## src/rtl/timer_entrada_param_if.sv

```systemverilog
// Keypad/control inputs and BCD display outputs of the countdown timer.
// The master side drives keys and controls; the slave side is the timer.
interface timer_entrada_param_if #(
    parameter int NDIG = 4
);
    logic [9:0]        keypad;
    logic              startn;
    logic              stopn;
    logic              clearn;
    logic [4*NDIG-1:0] digits;
    logic              running;
    logic              pgt_1Hz;
    logic              done;
    logic              zero;

    modport master (
        output keypad, startn, stopn, clearn,
        input  digits, running, pgt_1Hz, done, zero
    );

    modport slave (
        input  keypad, startn, stopn, clearn,
        output digits, running, pgt_1Hz, done, zero
    );
endinterface

```

## src/rtl/timer_entrada_param.sv

```systemverilog
// Keypad-entry MM..SS countdown timer with start/stop/clear and terminal-count pulse.
// Latency: outputs move two clk100 edges after an input change (register + edge detect).
// No backpressure: inputs are levels, every detected event is acted on immediately.
module timer_entrada_param #(
    parameter int DIV  = 100,
    parameter int NDIG = 4
) (
    input  logic                  clk100,
    input  logic                  resetn,
    timer_entrada_param_if.slave  tif
);
    localparam int W  = 4 * NDIG;
    localparam int DW = (DIV > 2) ? $clog2(DIV) : 1;

    typedef enum logic [1:0] {
        ST_IDLE,
        ST_RUNNING,
        ST_PAUSED,
        ST_DONE
    } state_t;

    state_t          state;
    logic [W-1:0]    digit_q;
    logic [DW-1:0]   div_q;
    logic            running_q;
    logic            pgt_q;
    logic            done_q;

    logic [9:0]      key_q, key_p;
    logic            startn_q, startn_p;
    logic            stopn_q, stopn_p;
    logic            clearn_q, clearn_p;

    logic            key_ev, start_ev, stop_ev, clr_ev;
    logic            start_act, key_act;
    logic [W-1:0]    shifted;
    logic [W-1:0]    decremented;

    function automatic logic [3:0] key_code(input logic [9:0] k);
        logic [3:0] c;
        c = '0;
        for (int i = 0; i < 10; i++) begin
            if (k[i]) c = 4'(i);
        end
        return c;
    endfunction

    // Digit 1 is seconds tens and wraps to 5; every other digit wraps to 9.
    function automatic logic [W-1:0] bcd_dec(input logic [W-1:0] v);
        logic [W-1:0] r;
        logic         borrow;
        r      = v;
        borrow = 1'b1;
        for (int i = 0; i < NDIG; i++) begin
            if (borrow) begin
                if (v[4*i +: 4] == 4'd0) begin
                    r[4*i +: 4] = (i == 1) ? 4'd5 : 4'd9;
                end else begin
                    r[4*i +: 4] = v[4*i +: 4] - 4'd1;
                    borrow      = 1'b0;
                end
            end
        end
        return r;
    endfunction

    always_comb begin
        key_ev      = (key_p == 10'd0) && (key_q != 10'd0);
        start_ev    = startn_p && !startn_q;
        stop_ev     = stopn_p  && !stopn_q;
        clr_ev      = clearn_p && !clearn_q;
        start_act   = start_ev && !stop_ev;
        key_act     = key_ev && !stop_ev && !start_ev;
        shifted     = {digit_q[W-5:0], key_code(key_q)};
        decremented = bcd_dec(digit_q);
    end

    always_ff @(posedge clk100) begin
        if (!resetn) begin
            state     <= ST_IDLE;
            digit_q   <= '0;
            div_q     <= '0;
            running_q <= 1'b0;
            pgt_q     <= 1'b0;
            done_q    <= 1'b0;
            key_q     <= '0;
            key_p     <= '0;
            startn_q  <= 1'b0;
            startn_p  <= 1'b0;
            stopn_q   <= 1'b0;
            stopn_p   <= 1'b0;
            clearn_q  <= 1'b0;
            clearn_p  <= 1'b0;
        end else begin
            key_q    <= tif.keypad;
            key_p    <= key_q;
            startn_q <= tif.startn;
            startn_p <= startn_q;
            stopn_q  <= tif.stopn;
            stopn_p  <= stopn_q;
            clearn_q <= tif.clearn;
            clearn_p <= clearn_q;
            pgt_q    <= 1'b0;
            done_q   <= 1'b0;

            if (clr_ev) begin
                state     <= ST_IDLE;
                digit_q   <= '0;
                div_q     <= '0;
                running_q <= 1'b0;
            end else begin
                case (state)
                    ST_IDLE: begin
                        if (start_act && (digit_q != '0)) begin
                            state     <= ST_RUNNING;
                            div_q     <= '0;
                            running_q <= 1'b1;
                        end else if (key_act) begin
                            digit_q <= shifted;
                        end
                    end
                    ST_RUNNING: begin
                        if (stop_ev) begin
                            state     <= ST_PAUSED;
                            running_q <= 1'b0;
                        end else if (div_q == DW'(DIV - 1)) begin
                            div_q   <= '0;
                            pgt_q   <= 1'b1;
                            digit_q <= decremented;
                            if (decremented == '0) begin
                                done_q    <= 1'b1;
                                state     <= ST_DONE;
                                running_q <= 1'b0;
                            end
                        end else begin
                            div_q <= div_q + DW'(1);
                        end
                    end
                    ST_PAUSED: begin
                        // Divider keeps its phase so the resumed second is not stretched.
                        if (start_act) begin
                            state     <= ST_RUNNING;
                            running_q <= 1'b1;
                        end
                    end
                    ST_DONE: begin
                        if (key_act) begin
                            state   <= ST_IDLE;
                            digit_q <= shifted;
                        end
                    end
                    default: begin
                        state     <= ST_IDLE;
                        running_q <= 1'b0;
                    end
                endcase
            end
        end
    end

    assign tif.digits  = digit_q;
    assign tif.running = running_q;
    assign tif.pgt_1Hz = pgt_q;
    assign tif.done    = done_q;
    assign tif.zero    = (digit_q == '0);
endmodule

```

## src/flat_wrapper.sv

```systemverilog
// flat-port wrapper written by rule: the top's interface ports become plain ports
module timer_entrada_param_flat 
#(
    parameter int DIV  = 100,
    parameter int NDIG = 4
)
  (clk100, resetn, tif_keypad, tif_startn, tif_stopn, tif_clearn, tif_digits, tif_running, tif_pgt_1Hz, tif_done, tif_zero);
  timer_entrada_param_if #(.NDIG(NDIG)) tif_i ();
  input  logic clk100;
  input  logic resetn;
  input wire logic [$bits(tif_i.keypad)-1:0] tif_keypad;
  input wire logic [$bits(tif_i.startn)-1:0] tif_startn;
  input wire logic [$bits(tif_i.stopn)-1:0] tif_stopn;
  input wire logic [$bits(tif_i.clearn)-1:0] tif_clearn;
  output wire logic [$bits(tif_i.digits)-1:0] tif_digits;
  output wire logic [$bits(tif_i.running)-1:0] tif_running;
  output wire logic [$bits(tif_i.pgt_1Hz)-1:0] tif_pgt_1Hz;
  output wire logic [$bits(tif_i.done)-1:0] tif_done;
  output wire logic [$bits(tif_i.zero)-1:0] tif_zero;
  assign tif_i.keypad = tif_keypad;
  assign tif_i.startn = tif_startn;
  assign tif_i.stopn = tif_stopn;
  assign tif_i.clearn = tif_clearn;
  assign tif_digits = tif_i.digits;
  assign tif_running = tif_i.running;
  assign tif_pgt_1Hz = tif_i.pgt_1Hz;
  assign tif_done = tif_i.done;
  assign tif_zero = tif_i.zero;
  timer_entrada_param #(.DIV(DIV), .NDIG(NDIG)) u_core (.clk100(clk100), .resetn(resetn), .tif(tif_i));
endmodule
```

## config.mk

```make
export PLATFORM = sky130hd
export DESIGN_NAME = timer_entrada_param_flat
export DESIGN_NICKNAME = d
export VERILOG_FILES = /design/src/rtl/timer_entrada_param_if.sv /design/src/rtl/timer_entrada_param.sv /design/src/flat_wrapper.sv
export SDC_FILE = /design/constraint.sdc
export NUM_CORES = 1
export LEC_CHECK = 0
export CAP_MARGIN = 40
export CORE_ASPECT_RATIO = 1.25
export CORE_MARGIN = 8
export CORE_UTILIZATION = 48
export DETAILED_ROUTE_END_ITERATION = 10
export GPL_ROUTABILITY_DRIVEN = 1
export PLACE_DENSITY_LB_ADDON = 0.1
export SYNTH_ARGS = -nofsm -noshare
export SYNTH_HDL_FRONTEND = slang
export SYNTH_SLANG_ARGS = --single-unit
```

## constraint.sdc

```tcl
create_clock -name clk100 -period 2.1 [get_ports clk100]
set_clock_uncertainty 0.15 [all_clocks]
set_input_delay 0.42 -clock clk100 [delete_from_list [all_inputs] [get_ports clk100]]
set_output_delay 0.42 -clock clk100 [all_outputs]
set_load 0.03 [all_outputs]
```

## Yosys cells after proc, flatten, opt, wreduce, memory -nomap -nowiden

Index checks and enable logic that the tools add are counted.
W data, S select, Z words.

| cells by class | value |
|---|---|
| mux-type cells | 45 |
| add/sub/neg operators | 5 |
| $mul | 0 |
| reductions and logical operators | 33 |
| bitwise gates (word level) | 3 |
| order comparisons | 0 |
| shift operators | 0 |
| divide/modulo/power cells | 0 |
| equal/unequal tests | 12 |

Operator list:

| operator | number |
|---|---|
| $mux W16 | 4 |
| $pmux W16 S3 | 1 |
| $mux W4 | 9 |
| $logic_not A16 Y1 | 2 |
| $mux W7 | 3 |
| $logic_not A4 Y1 | 4 |
| $mux W2 | 8 |
| $reduce_bool A16 Y1 | 1 |
| $sub A4 B1 Y4 const B | 4 |
| $pmux W7 S2 | 1 |
| $mux W1 | 13 |
| $mux W3 | 4 |
| $logic_not A10 Y1 | 1 |
| $reduce_and A5 Y1 | 2 |
| $reduce_bool A10 Y1 | 1 |
| $logic_and A1 B1 Y1 | 8 |
| $ne A2 B1 Y1 const B | 4 |
| $pmux W2 S4 | 1 |
| $add A7 B1 Y7 const B | 1 |
| $eq A7 B7 Y1 const B | 1 |
| $ne A3 B1 Y1 const B | 2 |
| $reduce_bool A3 Y1 | 2 |
| $logic_not A1 Y1 | 5 |
| $reduce_or A5 Y1 | 1 |
| 11 further kinds | 15 |

| storage, ports and cells | value |
|---|---|
| memories kept | 0 |
| output and inout bits | 20 |
| bits in latches | 0 |
| logic and storage cells | 112 |
| memory bits (read-only) | 0 |
| bits in registers | 54 |
| RAM bits | 0 |

## Depth between registers and ports, before layout

Gate-level depths: netlist of the first run.

| logic depth | value |
|---|---|
| depth after elaboration | 12 |
| gate-level depth with buffers | 8 |
| gate-level depth less buffers | 6 |

## Worst setup path before layout of the first run

Ideal clock, no wire load.

| timing path | value |
|---|---|
| kind | reg2out |
| start point | reg u_core.digit_q[10] (netlist: u_core.tif.digits[10]) |
| end point | out tif_zero |
| path buffers | 1 |
| data arrival time | 1875 ps |
| required time | 1530 ps |
| path slack | -345 ps |
| cell stages (with the launch flop) | 6 |
| path through | dfxtp_1 -> or3_1 -> buf_2 -> or4_4 -> or2_1 -> inv_1 |

| on the way | value |
|---|---|
| word-level cells in the longest chain between the ends | 1 |

Ends and longest elaborated chain:

| item | RTL line | text |
|---|---|---|
| from (decl) | timer_entrada_param.sv:23 | `logic [W-1:0] digit_q;` |
| from (signal assigned) | timer_entrada_param.sv:119 | `digit_q <= shifted;` |
| from (signal assigned) | timer_entrada_param.sv:129 | `digit_q <= decremented;` |
| from (signal assigned) | timer_entrada_param.sv:149 | `digit_q <= shifted;` |
| $logic_not A16 Y1 | timer_entrada_param.sv:165 | `assign tif.zero = (digit_q == '0);` |
| to (decl) | flat_wrapper.sv:19 | `output wire logic [$bits(tif_i.zero)-1:0] tif_zero;` |

No other way between the ends.

## Final worst setup path of the first run

| timing path | value |
|---|---|
| start point | reg u_core.digit_q[11] (netlist: u_core.tif.digits[11]) |
| end point | out tif_zero |

The elaborated chain is that of the path after synthesis.

==> results.py, run 1 <==
metrics = {
    "grt": {
        "antenna_found_initial": 0,
        "use_met2": 0.292,
        "grt_pass1_wl_um": 9920,
        "grt_usage": 0.161,
        "grt_util_met3": 0.0425,
        "globalRouteOverflowTotal": 0,
        "grt_pass1_vias": 2258,
        "use_met1": 0.174,
        "top_usage_layer": "met2",
        "grt_max_degree": 27,
    },
    "routing": {
        "wl_um": 6080,
        "drc_errors": 0,
        "vias_per_cell": 5.51,
        "first_pass_iters": 4,
        "num_vias": 2263,
        "ant_nets": 0,
        "drtIter0Drc": 132,
        "drt-wirelength-per-cell_um": 14.8,
    },
    "yosys": {
        "ys_types": 48,
        "synth.avg_cell_area_sq_um": 8.61,
        "synth_flop_cell": "dfxtp_1",
        "synth_warnings": 0,
        "synth_edf_count": 0,
        "ys_ff_latch": 54,
        "synth_area_sq_mm": 0.00244,
        "synth_top_area_share": 0.444,
        "synth_cells": 283,
        "synth_area_leaders": "dfxtp_1 (44%), and2_1 (6.7%), a21oi_1 (5.3%)",
        "yosys.area.top_type": "dfxtp_1",
        "synth-async-reset-ratio": 0,
        "synth_nets": 299,
        "synth_seq_area_share": 0.444,
    },
    "placement": {
        "place_congestion": 0.841,
        "portBuffers": 34,
        "dp_hpwl_um": 4250,
    },
    "clock_network": {
        "root_buffer": "clkbuf_8",
        "cts.clk_slew.worst_paths_ns": 0.10,
        "cts_htree_levels": 2,
        "clock-sinks": 54,
        "cts_buffers": 5,
        "clk_latency_ns": 0.31,
        "clock_path_buffers": 2,
        "cts_tree": "yes",
        "cts-hold-fix-buffers": 0,
    },
    "floorplan": {
        "start_util": 0.490,
        "dieArea_sq_mm": 0.00763,
        "die_w_um": 79.7,
        "fp-row-count": 29,
        "die_h_um": 95.7,
        "ios": 35,
        "core_sq_mm": 0.00497,
    },
    "worst_setup_path": {
        "crit_arrival_ns": 1.90,
        "r2r_end": "u_core.div_q[1]$_SDFFE_PP0P_",
        "critPathSlowestCell": "or4_4",
        "worstSetupPathType": "reg -> out",
        "required_ns": 1.53,
        "reg2reg_slack_ns": -0.30,
        "r2r_start": "u_core.tif.digits[11]$_SDFFE_PP0P_",
        "max_stage_delay_ns": 0.44,
        "ff2ff_path_depth": 8,
        "cp-end-kind": "primary output",
        "startpoint_type": "register",
        "worstPathCellList": "or3_4 > or4_4 > or2_4 > inv_2 > buf_6",
        "path_max_fanout": 2,
    },
    "final_layout": {
        "num_antenna_cells": 0,
        "layout-drive-gt1-share": 0.258,
        "area_growth_pct": 37.9,
        "fill_cells": 402,
        "final_nets": 364,
        "seq_area_sq_mm": 0.00109,
        "multi_input_area_sq_mm": 0.00140,
    },
    "power": {
        "switching_share": 0.298,
        "power.leakage_uw": 0.00138,
        "power_density_mw_per_mm2": 668,
        "pwr-share-clk": 0.254,
        "peakVddDrop_v": 0.000544,
        "combPwrFrac": 0.257,
        "finalPower_uw": 2240,
        "p_int_uw": 1580,
        "switching_power_uw": 668,
        "pwr-share-seq": 0.489,
    },
    "sta": {
        "finalCritPeriodShare": 1.18,
        "hold_violations": 0,
        "fmax_mhz": 404,
        "fin_tns_setup_ns": -2.31,
        "maxSlewHeadroom": 0.671,
        "fin_crit_ns": 2.47,
        "setup_ws_ns": -0.374,
        "tightest_slew_ns": 0.492,
        "slew_viol_final": 0,
        "rsz0062_at_grt": "yes",
        "setup_viol": 11,
    },
    "run_status": {
        "violations": "setup timing",
        "outcome": "finished, violations left",
    },
    "min_path": {
        "hp-start": "u_core.startn_q$_SDFF_PN0_",
        "hold_depth": 1,
        "min_to": "u_core.startn_p$_SDFF_PN0_",
        "hold_path.class": "reg -> reg",
    },
    "flow_run": {
        "maxCapViolations": 0,
    },
}
final cells by class:
class | instances | share of cell area
inverters | 9 | 0.0101
clock inverters | 1 | 0.00223
clock buffers | 7 | 0.0227
repair buffers | 71 | 0.200
multi-input cells | 207 | 0.416
well taps | 62 | 0.0231
flip-flops and latches | 54 | 0.325
registers in the layout, summed over array words and instances (netlist names):
name and cells:
u_core.startn_q 1, u_core.state 2, u_core.key_p 10, u_core.tif.digits 16, u_core.key_q 10, u_core.tif.pgt_1Hz 1, u_core.tif.running 1, u_core.clearn_p 1
u_core.stopn_q 1, u_core.stopn_p 1, u_core.div_q 7, u_core.startn_p 1, u_core.tif.done 1, u_core.clearn_q 1
critical path: cells and delay by family, from the launching register on:
kind / cells / cell delay (ns)
buffers and inverters: 2 / 0.17
flip-flops: 1 / 0.35
AND/OR/NAND/NOR: 3 / 1.07
cells in the mapped netlist, types with 2 or more instances:
master and n:
buf_2 3, inv_1 9, nand2_1 24, mux2i_1 3, o21ai_0 14, xor2_1 2
nor3b_1 3, a211oi_1 3, o21a_1 3, a31o_2 3, nand3_1 6, nor3_1 13
nor4_1 5, o22ai_1 2, dfxtp_1 54, or3_1 4, nor2b_1 3, xnor2_2 2
and2_1 26, o211ai_1 5, a211o_1 2, clkbuf_1 8, and3_1 3, nor2_1 27
buf_6 2, a21oi_1 26, or4_1 3, o211a_1 2, nand4_1 3, nand2b_1 2
power by group through the flow:
stage	Combinational, uW	Sequential [uW]	Clock [uW]
2_1_floorplan	271	1140	0
3_3_place_gp	490	1120	0
3_5_place_dp	492	1120	0
4_1_cts	538	1100	583
5_1_grt	625	1100	632
6_report	576	1100	570
routing by layer:
layer | share of wire | vias to the layer above
met2 | 0.51 | 55
met3 | 0.043 | 9
met5 | 0 | -
met1 | 0.43 | 1062
met4 | 0.019 | 0
li1 | - | 1137
metrics by stage:
step	worst slack [ns]	area (sq um)	utilization	std cells	hold WS, ns
CTS	-0.370	3240	0.652	411	0.316
floorplan	-0.168	2480	-	283	0.286
global route	-0.434	3360	0.676	411	0.342
finish	-0.374	3360	0.676	411	0.314
detailed placement	-0.0859	3080	0.619	397	0.301
global placement	-0.0700	3080	0.619	397	0.293
worst max path at each step:
stage                                             startpoint        to  slack [ns]  depth (start not counted)
final                     u_core.tif.digits[11]$_SDFFE_PP0P_  tif_zero       -0.37                          5
after detailed placement  u_core.tif.digits[11]$_SDFFE_PP0P_  tif_zero       -0.09                          5
after floorplan           u_core.tif.digits[11]$_SDFFE_PP0P_  tif_zero       -0.17                          5
after global routing      u_core.tif.digits[11]$_SDFFE_PP0P_  tif_zero       -0.43                          5
after global placement    u_core.tif.digits[11]$_SDFFE_PP0P_  tif_zero       -0.07                          5
after CTS                 u_core.tif.digits[11]$_SDFFE_PP0P_  tif_zero       -0.37                          5
cell usage in the layout, fill, tap and decap left out, types with 3 or more instances in the layout:
master,instances
clkdlybuf4s50_1,26
dfxtp_2,3
nor3_1,11
nand2_1,24
o21ai_2,3
inv_1,8
buf_6,5
nor2_1,26
a21oi_1,20
and2_1,26
dlymetal6s2s_1,5
buf_4,30
a31o_2,3
dfxtp_1,49
o21ai_1,5
or4_4,4
a21oi_2,6
clkbuf_8,5
nand4_1,3
o21ai_0,6
nor4_1,3
mux2i_1,3
nor2b_1,3
nor3b_1,3
o21a_1,3
nand3_1,4
o211ai_1,5
timing repair:
item,in CTS,in global routing
pin swaps,4,16
setup buffers,5,2
gates cloned,1,0
gates resized for setup,14,33
setup endpoints to repair,17,31
kinds of logic (layout without fill, tap and decap cells):
logic type / after synthesis / in the layout / share of synthesized area
simple gates: 130 / 130 / 0.291
mux: 3 / 3 / 0.0123
fa+ha+maj: 1 / 1 / 0.00514
xor+xnor: 4 / 4 / 0.0205
compound gates: 69 / 69 / 0.185
flops: 54 / 54 / 0.444
buf+inv: 22 / 88 / 0.0416
No activity file was read; power rests on OpenSTA's default activity.
==> inputs of run 2 (changes only) <==
--- a/config.mk
+++ b/config.mk
@@ -12,6 +12,7 @@
 export DETAILED_ROUTE_END_ITERATION = 10
 export GPL_ROUTABILITY_DRIVEN = 1
 export PLACE_DENSITY_LB_ADDON = 0.1
+export SKIP_CTS_REPAIR_TIMING = 1
 export SYNTH_ARGS = -nofsm -noshare
 export SYNTH_HDL_FRONTEND = slang
 export SYNTH_SLANG_ARGS = --single-unit
==> results.py, run 2 (synthesized netlist as in run 1, its figures left out) <==
metrics = {
    "floorplan": {
        "fp-row-count": 29,
        "start_util": 0.490,
        "core_sq_mm": 0.00497,
        "die_w_um": 79.7,
        "dieArea_sq_mm": 0.00763,
        "ios": 35,
        "die_h_um": 95.7,
    },
    "final_layout": {
        "layout-drive-gt1-share": 0.259,
        "num_antenna_cells": 0,
        "layout_commonest_cell": "dfxtp_1",
        "fill_cells": 394,
        "mostFrequentLayoutCells": "dfxtp_1 (48), buf_4 (29), and2_1 (26), nor2_1 (25), clkdlybuf4s50_1 (25)",
        "largest_register_ffs": 16,
        "final_nets": 363,
        "area_growth_pct": 38.2,
    },
    "worst_setup_path": {
        "critical_path_buf_inv_count": 2,
        "cp.depth": 5,
        "reg2reg_slack_ns": -0.07,
        "required_ns": 1.53,
        "worstSetupPathType": "reg -> out",
        "crit_arrival_ns": 1.92,
        "crit_family": "simple AND/OR/NAND/NOR gates",
        "r2r_start": "u_core.tif.digits[11]$_SDFFE_PP0P_",
        "path_max_fanout": 2,
        "startpoint_type": "register",
        "ff2ff_path_depth": 7,
        "r2r_end": "u_core.div_q[5]$_SDFFE_PP0P_",
        "max_stage_delay_ns": 0.45,
        "worstPathCellList": "or3_4 > or4_4 > or2_4 > inv_2 > buf_6",
        "cp-end-kind": "primary output",
        "critPathSlowestCell": "or4_4",
    },
    "placement": {
        "dp_hpwl_um": 4250,
        "place_congestion": 0.841,
        "portBuffers": 34,
    },
    "sta": {
        "rsz0062_at_grt": "yes",
        "setup_ws_ns": -0.386,
        "hold_ws_ns": 0.311,
        "tightest_slew_ns": 0.485,
        "slew_viol_final": 0,
        "maxSlewHeadroom": 0.676,
        "fmax_mhz": 402,
        "hold_violations": 0,
        "fin_crit_ns": 2.49,
        "setup_viol": 11,
        "finalCritPeriodShare": 1.18,
    },
    "clock_network": {
        "cts_buffers": 5,
        "cts_htree_levels": 2,
        "cts_tree": "yes",
        "clk_latency_ns": 0.31,
        "root_buffer": "clkbuf_8",
        "clock-sinks": 54,
        "cts.clk_slew.worst_paths_ns": 0.10,
        "clock_path_buffers": 2,
    },
    "power": {
        "power_density_mw_per_mm2": 665,
        "power.leakage_uw": 0.00142,
        "finalPower_uw": 2240,
        "peakVddDrop_v": 0.000532,
    },
    "grt": {
        "grt_max_degree": 27,
        "antenna_found_initial": 0,
        "grt_pass1_wl_um": 9670,
        "grt_usage": 0.158,
        "globalRouteOverflowTotal": 0,
        "grt_pass1_vias": 2210,
    },
    "routing": {
        "first_pass_iters": 4,
        "wl_um": 5910,
        "ant_nets": 0,
        "vias_per_cell": 5.46,
        "num_vias": 2239,
        "drc_errors": 0,
        "drt-wirelength-per-cell_um": 14.4,
        "drtIter0Drc": 142,
    },
    "run_status": {
        "outcome": "finished, violations left",
        "violations": "setup timing",
    },
    "flow_run": {
        "maxCapViolations": 0,
    },
    "min_path": {
        "hp-start": "u_core.tif.running$_SDFFE_PP0P_",
        "hold_path.class": "reg -> reg",
        "min_to": "u_core.tif.running$_SDFFE_PP0P_",
        "hold_depth": 2,
    },
}
[run 2: worst max path at each step]
stage,start,endpoint,slack (ns)
after floorplan,u_core.tif.digits[11]$_SDFFE_PP0P_,tif_zero,-0.17
after global placement,u_core.tif.digits[11]$_SDFFE_PP0P_,tif_zero,-0.07
after detailed placement,u_core.tif.digits[11]$_SDFFE_PP0P_,tif_zero,-0.09
after CTS,u_core.tif.digits[11]$_SDFFE_PP0P_,tif_zero,-0.44
after global routing,u_core.tif.digits[11]$_SDFFE_PP0P_,tif_zero,-0.45
final,u_core.tif.digits[11]$_SDFFE_PP0P_,tif_zero,-0.39
[run 2: through the flow]
| step | setup slack (ns) | util | cells | setup TNS [ns] | area, sq um |
|---|---|---|---|---|---|
| final | -0.386 | 0.677 | 410 | -0.754 | 3370 |
| after detailed placement | -0.0859 | 0.619 | 397 | -0.333 | 3080 |
| after global routing | -0.450 | 0.677 | 410 | -1.52 | 3370 |
| after CTS | -0.435 | 0.636 | 405 | -1.01 | 3160 |
| after floorplan | -0.168 | - | 283 | -0.694 | 2480 |
| after global placement | -0.0700 | 0.619 | 397 | -0.141 | 3080 |
[run 2: layout make-up]
type / count / area, sq um / area share
clock buffers: 7 / 76.3 / 0.0227
clock inverters: 1 / 7.51 / 0.00223
inverters: 9 / 33.8 / 0.0100
multi-input cells: 207 / 1410 / 0.418
flip-flops and latches: 54 / 1090 / 0.325
well taps: 62 / 77.6 / 0.0230
repair buffers: 70 / 669 / 0.199
[run 2: worst min-delay path, cell delays in order (launching register included)]
cell and delay [ns]:
dfxtp_1 0.32, nand2_1 0.05, a21oi_1 0.05
[run 2: where the power goes]
part	internal (uW)	leakage (uW)	switching [uW]
logic	277	0.000939	295
clock network	237	0.0000385	332
registers	1060	0.000445	35.9
[run 2: layer usage]
layer,track usage,routed length (um),up-vias
li1,-,-,1130
met1,0.170,2520,1053
met2,0.281,3020,46
met3,0.0425,262,10
met4,0.0666,108,0
met5,0,0,-
==> inputs of run 3 (changes only) <==
--- a/config.mk
+++ b/config.mk
@@ -9,6 +9,7 @@
 export CORE_ASPECT_RATIO = 1.25
 export CORE_MARGIN = 8
 export CORE_UTILIZATION = 48
+export CTS_BUF_LIST = sky130_fd_sc_hd__clkbuf_4 sky130_fd_sc_hd__clkbuf_8 sky130_fd_sc_hd__clkbuf_16
 export DETAILED_ROUTE_END_ITERATION = 10
 export GPL_ROUTABILITY_DRIVEN = 1
 export PLACE_DENSITY_LB_ADDON = 0.1
==> results.py, run 3 (synthesized netlist as in run 1, its figures left out) <==
metrics = {
    "clock_network": {
        "cts_buffers": 5,
        "cts_htree_levels": 2,
        "clock_path_buffers": 2,
        "clk_latency_ns": 0.31,
        "cts_tree": "yes",
        "clock-sinks": 54,
        "root_buffer": "clkbuf_8",
        "cts.clk_slew.worst_paths_ns": 0.10,
    },
    "floorplan": {
        "core_sq_mm": 0.00497,
        "ios": 35,
        "die_h_um": 95.7,
        "die_w_um": 79.7,
        "start_util": 0.490,
        "fp-row-count": 29,
        "dieArea_sq_mm": 0.00763,
    },
    "worst_setup_path": {
        "required_ns": 1.53,
        "startpoint": "u_core.tif.digits[11]$_SDFFE_PP0P_",
        "critPathSlowestCell": "or4_4",
        "crit_arrival_ns": 1.92,
        "cp.depth": 5,
        "worstPathCellList": "or3_4 > or4_4 > or2_4 > inv_2 > buf_6",
        "crit_family": "simple AND/OR/NAND/NOR gates",
        "r2r_start": "u_core.tif.digits[11]$_SDFFE_PP0P_",
        "max_stage_delay_ns": 0.45,
        "ff2ff_path_depth": 7,
        "critical_path_buf_inv_count": 2,
        "path_max_fanout": 2,
        "worstSetupPathType": "reg -> out",
        "cp-end-kind": "primary output",
        "startpoint_type": "register",
    },
    "routing": {
        "first_pass_iters": 4,
        "drtIter0Drc": 145,
        "highest_layer": "met4",
        "wl_um": 5920,
        "drc_errors": 0,
        "ant_nets": 0,
        "wl_met1_um": 2580,
        "num_vias": 2228,
        "vias_per_cell": 5.43,
        "met3_length_um": 219,
        "drt-wirelength-per-cell_um": 14.4,
        "met2_wirelength_um": 3010,
    },
    "sta": {
        "setup_ws_ns": -0.390,
        "hold_violations": 0,
        "tightest_slew_ns": 0.484,
        "fin_crit_ns": 2.49,
        "rsz0062_at_grt": "yes",
        "slew_viol_final": 0,
        "finalCritPeriodShare": 1.19,
        "fmax_mhz": 402,
        "hold_ws_ns": 0.311,
        "maxSlewHeadroom": 0.676,
        "setup_viol": 11,
    },
    "run_status": {
        "violations": "setup timing",
        "outcome": "finished, violations left",
    },
    "min_path": {
        "hp-start": "u_core.tif.running$_SDFFE_PP0P_",
        "hold_depth": 2,
        "hold_path.class": "reg -> reg",
    },
    "placement": {
        "dp_hpwl_um": 4250,
        "place_congestion": 0.841,
        "portBuffers": 34,
        "dp_cells": 397,
    },
    "final_layout": {
        "layout-drive-gt1-share": 0.264,
        "fill_cells": 394,
        "area_growth_pct": 38.4,
        "final_nets": 363,
        "mostFrequentLayoutCells": "dfxtp_1 (48), buf_4 (29), and2_1 (26), clkdlybuf4s50_1 (26), nor2_1 (25)",
        "layout_commonest_cell": "dfxtp_1",
        "stdcell_count": 410,
        "num_antenna_cells": 0,
        "largest_register_ffs": 16,
    },
    "grt": {
        "grt_pass1_wl_um": 9690,
        "globalRouteOverflowTotal": 0,
        "grt_max_degree": 27,
        "grt_pass1_vias": 2209,
        "antenna_found_initial": 0,
        "grt_usage": 0.158,
    },
    "power": {
        "power.leakage_uw": 0.00141,
        "power_density_mw_per_mm2": 671,
        "peakVddDrop_v": 0.000534,
    },
    "flow_run": {
        "maxCapViolations": 0,
    },
}
[run 3: power breakdown]
group	leakage, uW	switching (uW)	internal [uW]	total, uW
clock	0.0000453	331	263	594
combinational	0.000921	296	277	573
sequential	0.000445	36.0	1060	1100
total	0.00141	663	1600	2260
[run 3: area by class of cell]
| cell class | instances | area, sq um | area share |
|---|---|---|---|
| inverter | 9 | 33.8 | 0.0100 |
| tap | 62 | 77.6 | 0.0230 |
| clock buffer | 7 | 83.8 | 0.0249 |
| timing repair buffer | 70 | 667 | 0.198 |
| multi-input combinational | 207 | 1410 | 0.418 |
| clock inverter | 1 | 7.51 | 0.00223 |
| sequential | 54 | 1090 | 0.324 |
[run 3: final timing paths]
| path | slack [ns] | end |
|---|---|---|
| min reg2reg | 0.31 | u_core.tif.running$_SDFFE_PP0P_ |
| max | -0.39 | tif_zero |
| min | 0.31 | u_core.tif.running$_SDFFE_PP0P_ |
| max reg2reg | -0.08 | u_core.div_q[5]$_SDFFE_PP0P_ |
[run 3: routing by layer]
layer | vias to the layer above | GRT usage
met3 | 10 | 0.0396
met2 | 44 | 0.280
met1 | 1041 | 0.171
li1 | 1133 | -
met5 | - | 0
met4 | 0 | 0.0712
[run 3: metrics by stage]
step	setup WS, ns	total power, uW	utilization	setup TNS, ns	instance area, sq um
2_1_floorplan	-0.168	1410	-	-0.694	2480
3_3_place_gp	-0.0700	1610	0.619	-0.141	3080
3_5_place_dp	-0.0859	1610	0.619	-0.333	3080
4_1_cts	-0.437	2200	0.637	-1.01	3170
5_1_grt	-0.461	2380	0.678	-1.63	3370
6_report	-0.390	2260	0.678	-0.820	3370
[run 3: worst reg2reg max path, cell delays in order, from the launching register on]
cell and delay (ns):
dfxtp_4 0.35, or3_4 0.38, or4_4 0.45, o31ai_4 0.36, buf_6 0.17, nor3_4 0.04
xnor2_2 0.11, nor2_1 0.05
==> RTL change, RTL diff (settings of run 1) <==
Encoding of `state_t`: now Gray code (2 bits for 4 states).
--- a/src/rtl/timer_entrada_param.sv
+++ b/src/rtl/timer_entrada_param.sv
@@ -13,10 +13,10 @@
     localparam int DW = (DIV > 2) ? $clog2(DIV) : 1;
 
     typedef enum logic [1:0] {
-        ST_IDLE,
-        ST_RUNNING,
-        ST_PAUSED,
-        ST_DONE
+        ST_IDLE    = 2'b00,
+        ST_RUNNING = 2'b01,
+        ST_PAUSED  = 2'b11,
+        ST_DONE    = 2'b10
     } state_t;
 
     state_t          state;
Formal check against the unedited RTL: same outputs for any inputs over 10 cycles, from zero or initial values and one cycle with resetn low; not proved beyond that.
==> RTL change against run 1 <==
The flow still finishes with violations (negative setup slack). Hold slack better by 9.0 ps. Final area is 3.1% higher. Wire length rose by 1.1%. Sequential cell count unchanged. Sequential power about the same. Global-route usage increased by 0.12 points. Setup slack better by 330 ps. Cell count up 6.3%. Area after synthesis up 6.6%. Count of clock-buffer cells in the layout fell by 2. Die area up 5.3%. Power is 1.8% higher. Utilization fell by 2.6 points. Largest power group unchanged.
==> RTL change: results (changes against run 1) <==
Run status
  • Status: complete, but fails checks (unchanged)
  • Failing checks: negative setup slack (unchanged)

Global routing
  • GRT Overall Usage: 16.3% (was 16.1%)
  • Met3 Use GR: 3.22% (was 4.25%)
  • Grt met1 use: 18.1% (was 17.4%)
  • Met2 Usage GRT: 28.7% (was 29.2%)
  • Vias in the first global route: 2469 (was 2258)
  • Global-route wire length before repair: 10700 um (was 9920 um)
  • Antenna violations before repair: 0 (unchanged)

Worst setup path
  • Critical Path Max Stage Delay: 350 ps (was 440 ps)
  • Setup crit start: u_core.tif.digits[5] (was u_core.tif.digits[11])
  • R2R setup slack: 70 ps (was -300 ps)
  • Slowest-stage cell, CP: dfxtp_2 (was or4_4)
  • Worst R2R Start: u_core.tif.digits[2] (was u_core.tif.digits[11])
  • Crit Reg-Reg Endpoint: u_core.tif.digits[5] (was u_core.div_q[1])
  • Crit Path Max Fanout: 3 (was 2)
  • CP arrival: 1580 ps (was 1900 ps)

Detailed routing
  • DRT met1 WL: 2590 um (was 2600 um)
  • Routed WL per cell: 14.1 um (was 14.8 um)
  • WL met3: 279 um (was 261 um)
  • Drt via density: 5.66 (was 5.51)
  • WL met2: 3160 um (was 3110 um)
  • 1st-iter DRT viols: 119 (was 132)

Pwr
  • Worst vdd ir: 0.593 mV (was 0.544 mV)
  • Pleak: 1.47 nW (was 1.38 nW)

Finish
  • Register share of the cell area: 31.7% (was 32.5%)
  • Layout cells sized above 1: 23.1% (was 25.8%)
  • Multi-input gate count: 229 (was 207)
  • Non-clk invs: 3 (was 9)
  • Clock network area share: 2.75% (was 2.50%)
  • Non-clk bufs: 79 (was 71)
  • # fillers: 479 (was 402)
  • Multi-input logic area: 0.00145 mm2 (was 0.00140 mm2)
  • Final nets: 388 (was 364)
  • Layout non-clock buf frac: 21.0% (was 20.0%)
  • Multi-input combinational area share: 41.9% (was 41.6%)

Synth
  • Synth Cell Area: 0.00260 mm2 (was 0.00244 mm2)
  • Syn nets: 325 (was 299)
  • Unique masters post-synth: 55 (was 48)
  • Sequential fraction of the synthesis area: 41.6% (was 44.4%)
  • Top cells by count, synth: dfxtp_1, and2_1, nand2_1, a21oi_1, nor2_1 (was dfxtp_1, nor2_1, a21oi_1, and2_1, nand2_1)
  • Synth area leaders: dfxtp_1, and2_1, a21oi_1 (unchanged)

Timing
  • Max transition margin: 68.5% (was 67.1%)
  • Setup violators final: 1 (was 11)
  • Final worst slack: -45.7 ps (was -374 ps)

Placed design
  • Gp weighted congestion: 0.815 (was 0.841)
  • DP Area: 0.00327 mm2 (was 0.00308 mm2)
  • # port buffers: 34 (unchanged)
  • Post-DP HPWL: 4470 um (was 4250 um)

Clocking
  • CTS Buf Count: 5 (unchanged)
  • H-tree depth: 2 (unchanged)
  • Clk sinks: 54 (unchanged)
RTL change: changes by cell type after synthesis, sizes merged, moves of 4 or more:
cell / change
a31oi: +4
nand2: +4
nand4: +5
a21o: +5
mux2i: +4
nand3b: +6
inv: -6
clkbuf: +7
nand3: +7
nor3: -4
o31ai: +4
RTL change: how the worst min path moves through the flow:
stage,start,endpoint,slack [ps],depth (start not counted)
CTS,u_core.clearn_q,u_core.clearn_p,320,1
global route,u_core.clearn_q,u_core.clearn_p,360,1
finish,u_core.clearn_q,u_core.clearn_p,320,1
global placement,u_core.clearn_q,u_core.clearn_p,290,1
detailed placement,u_core.clearn_q,u_core.clearn_p,290,1
floorplan,u_core.clearn_q,u_core.clearn_p,280,1
RTL change: worst register-to-register path, stage by stage (launching register included):
cell and delay (ps):
dfxtp_4 370, or4_1 620, or4_1 510, nand3_1 90, o211ai_1 110, a21oi_2 120
RTL change: per-stage QoR:
stage | setup TNS (ps) | instances
after floorplan | -47.2 | 309
after CTS | -75.3 | 437
after global placement | 0 | 428
after detailed placement | 0 | 428
after global routing | -144 | 437
final | -45.7 | 437
RTL change: where the power goes:
group	switching, mW	total (mW)	internal, mW
Combinational	0.296	0.581	0.285
Sequential	0.0326	1.10	1.06
Clock	0.359	0.605	0.246
Total	0.687	2.28	1.60
RTL change: repair_timing:
item	CTS	global route
setup endpoints to repair	6	25
hold buffers	0	0
pin swaps	3	3
gates resized for setup	8	22
setup buffers	1	0
RTL change: kinds of logic after synthesis:
logic type / after synthesis / synth area share (%)
and+or+nand+nor: 147 / 31.8
AOI/OAI and AO/OA: 73 / 17.8
DFF: 54 / 41.6
buffers and inverters: 26 / 5.25
muxes: 7 / 2.70
xor gates and xnor gates: 1 / 0.337
adders and majority gates: 1 / 0.482
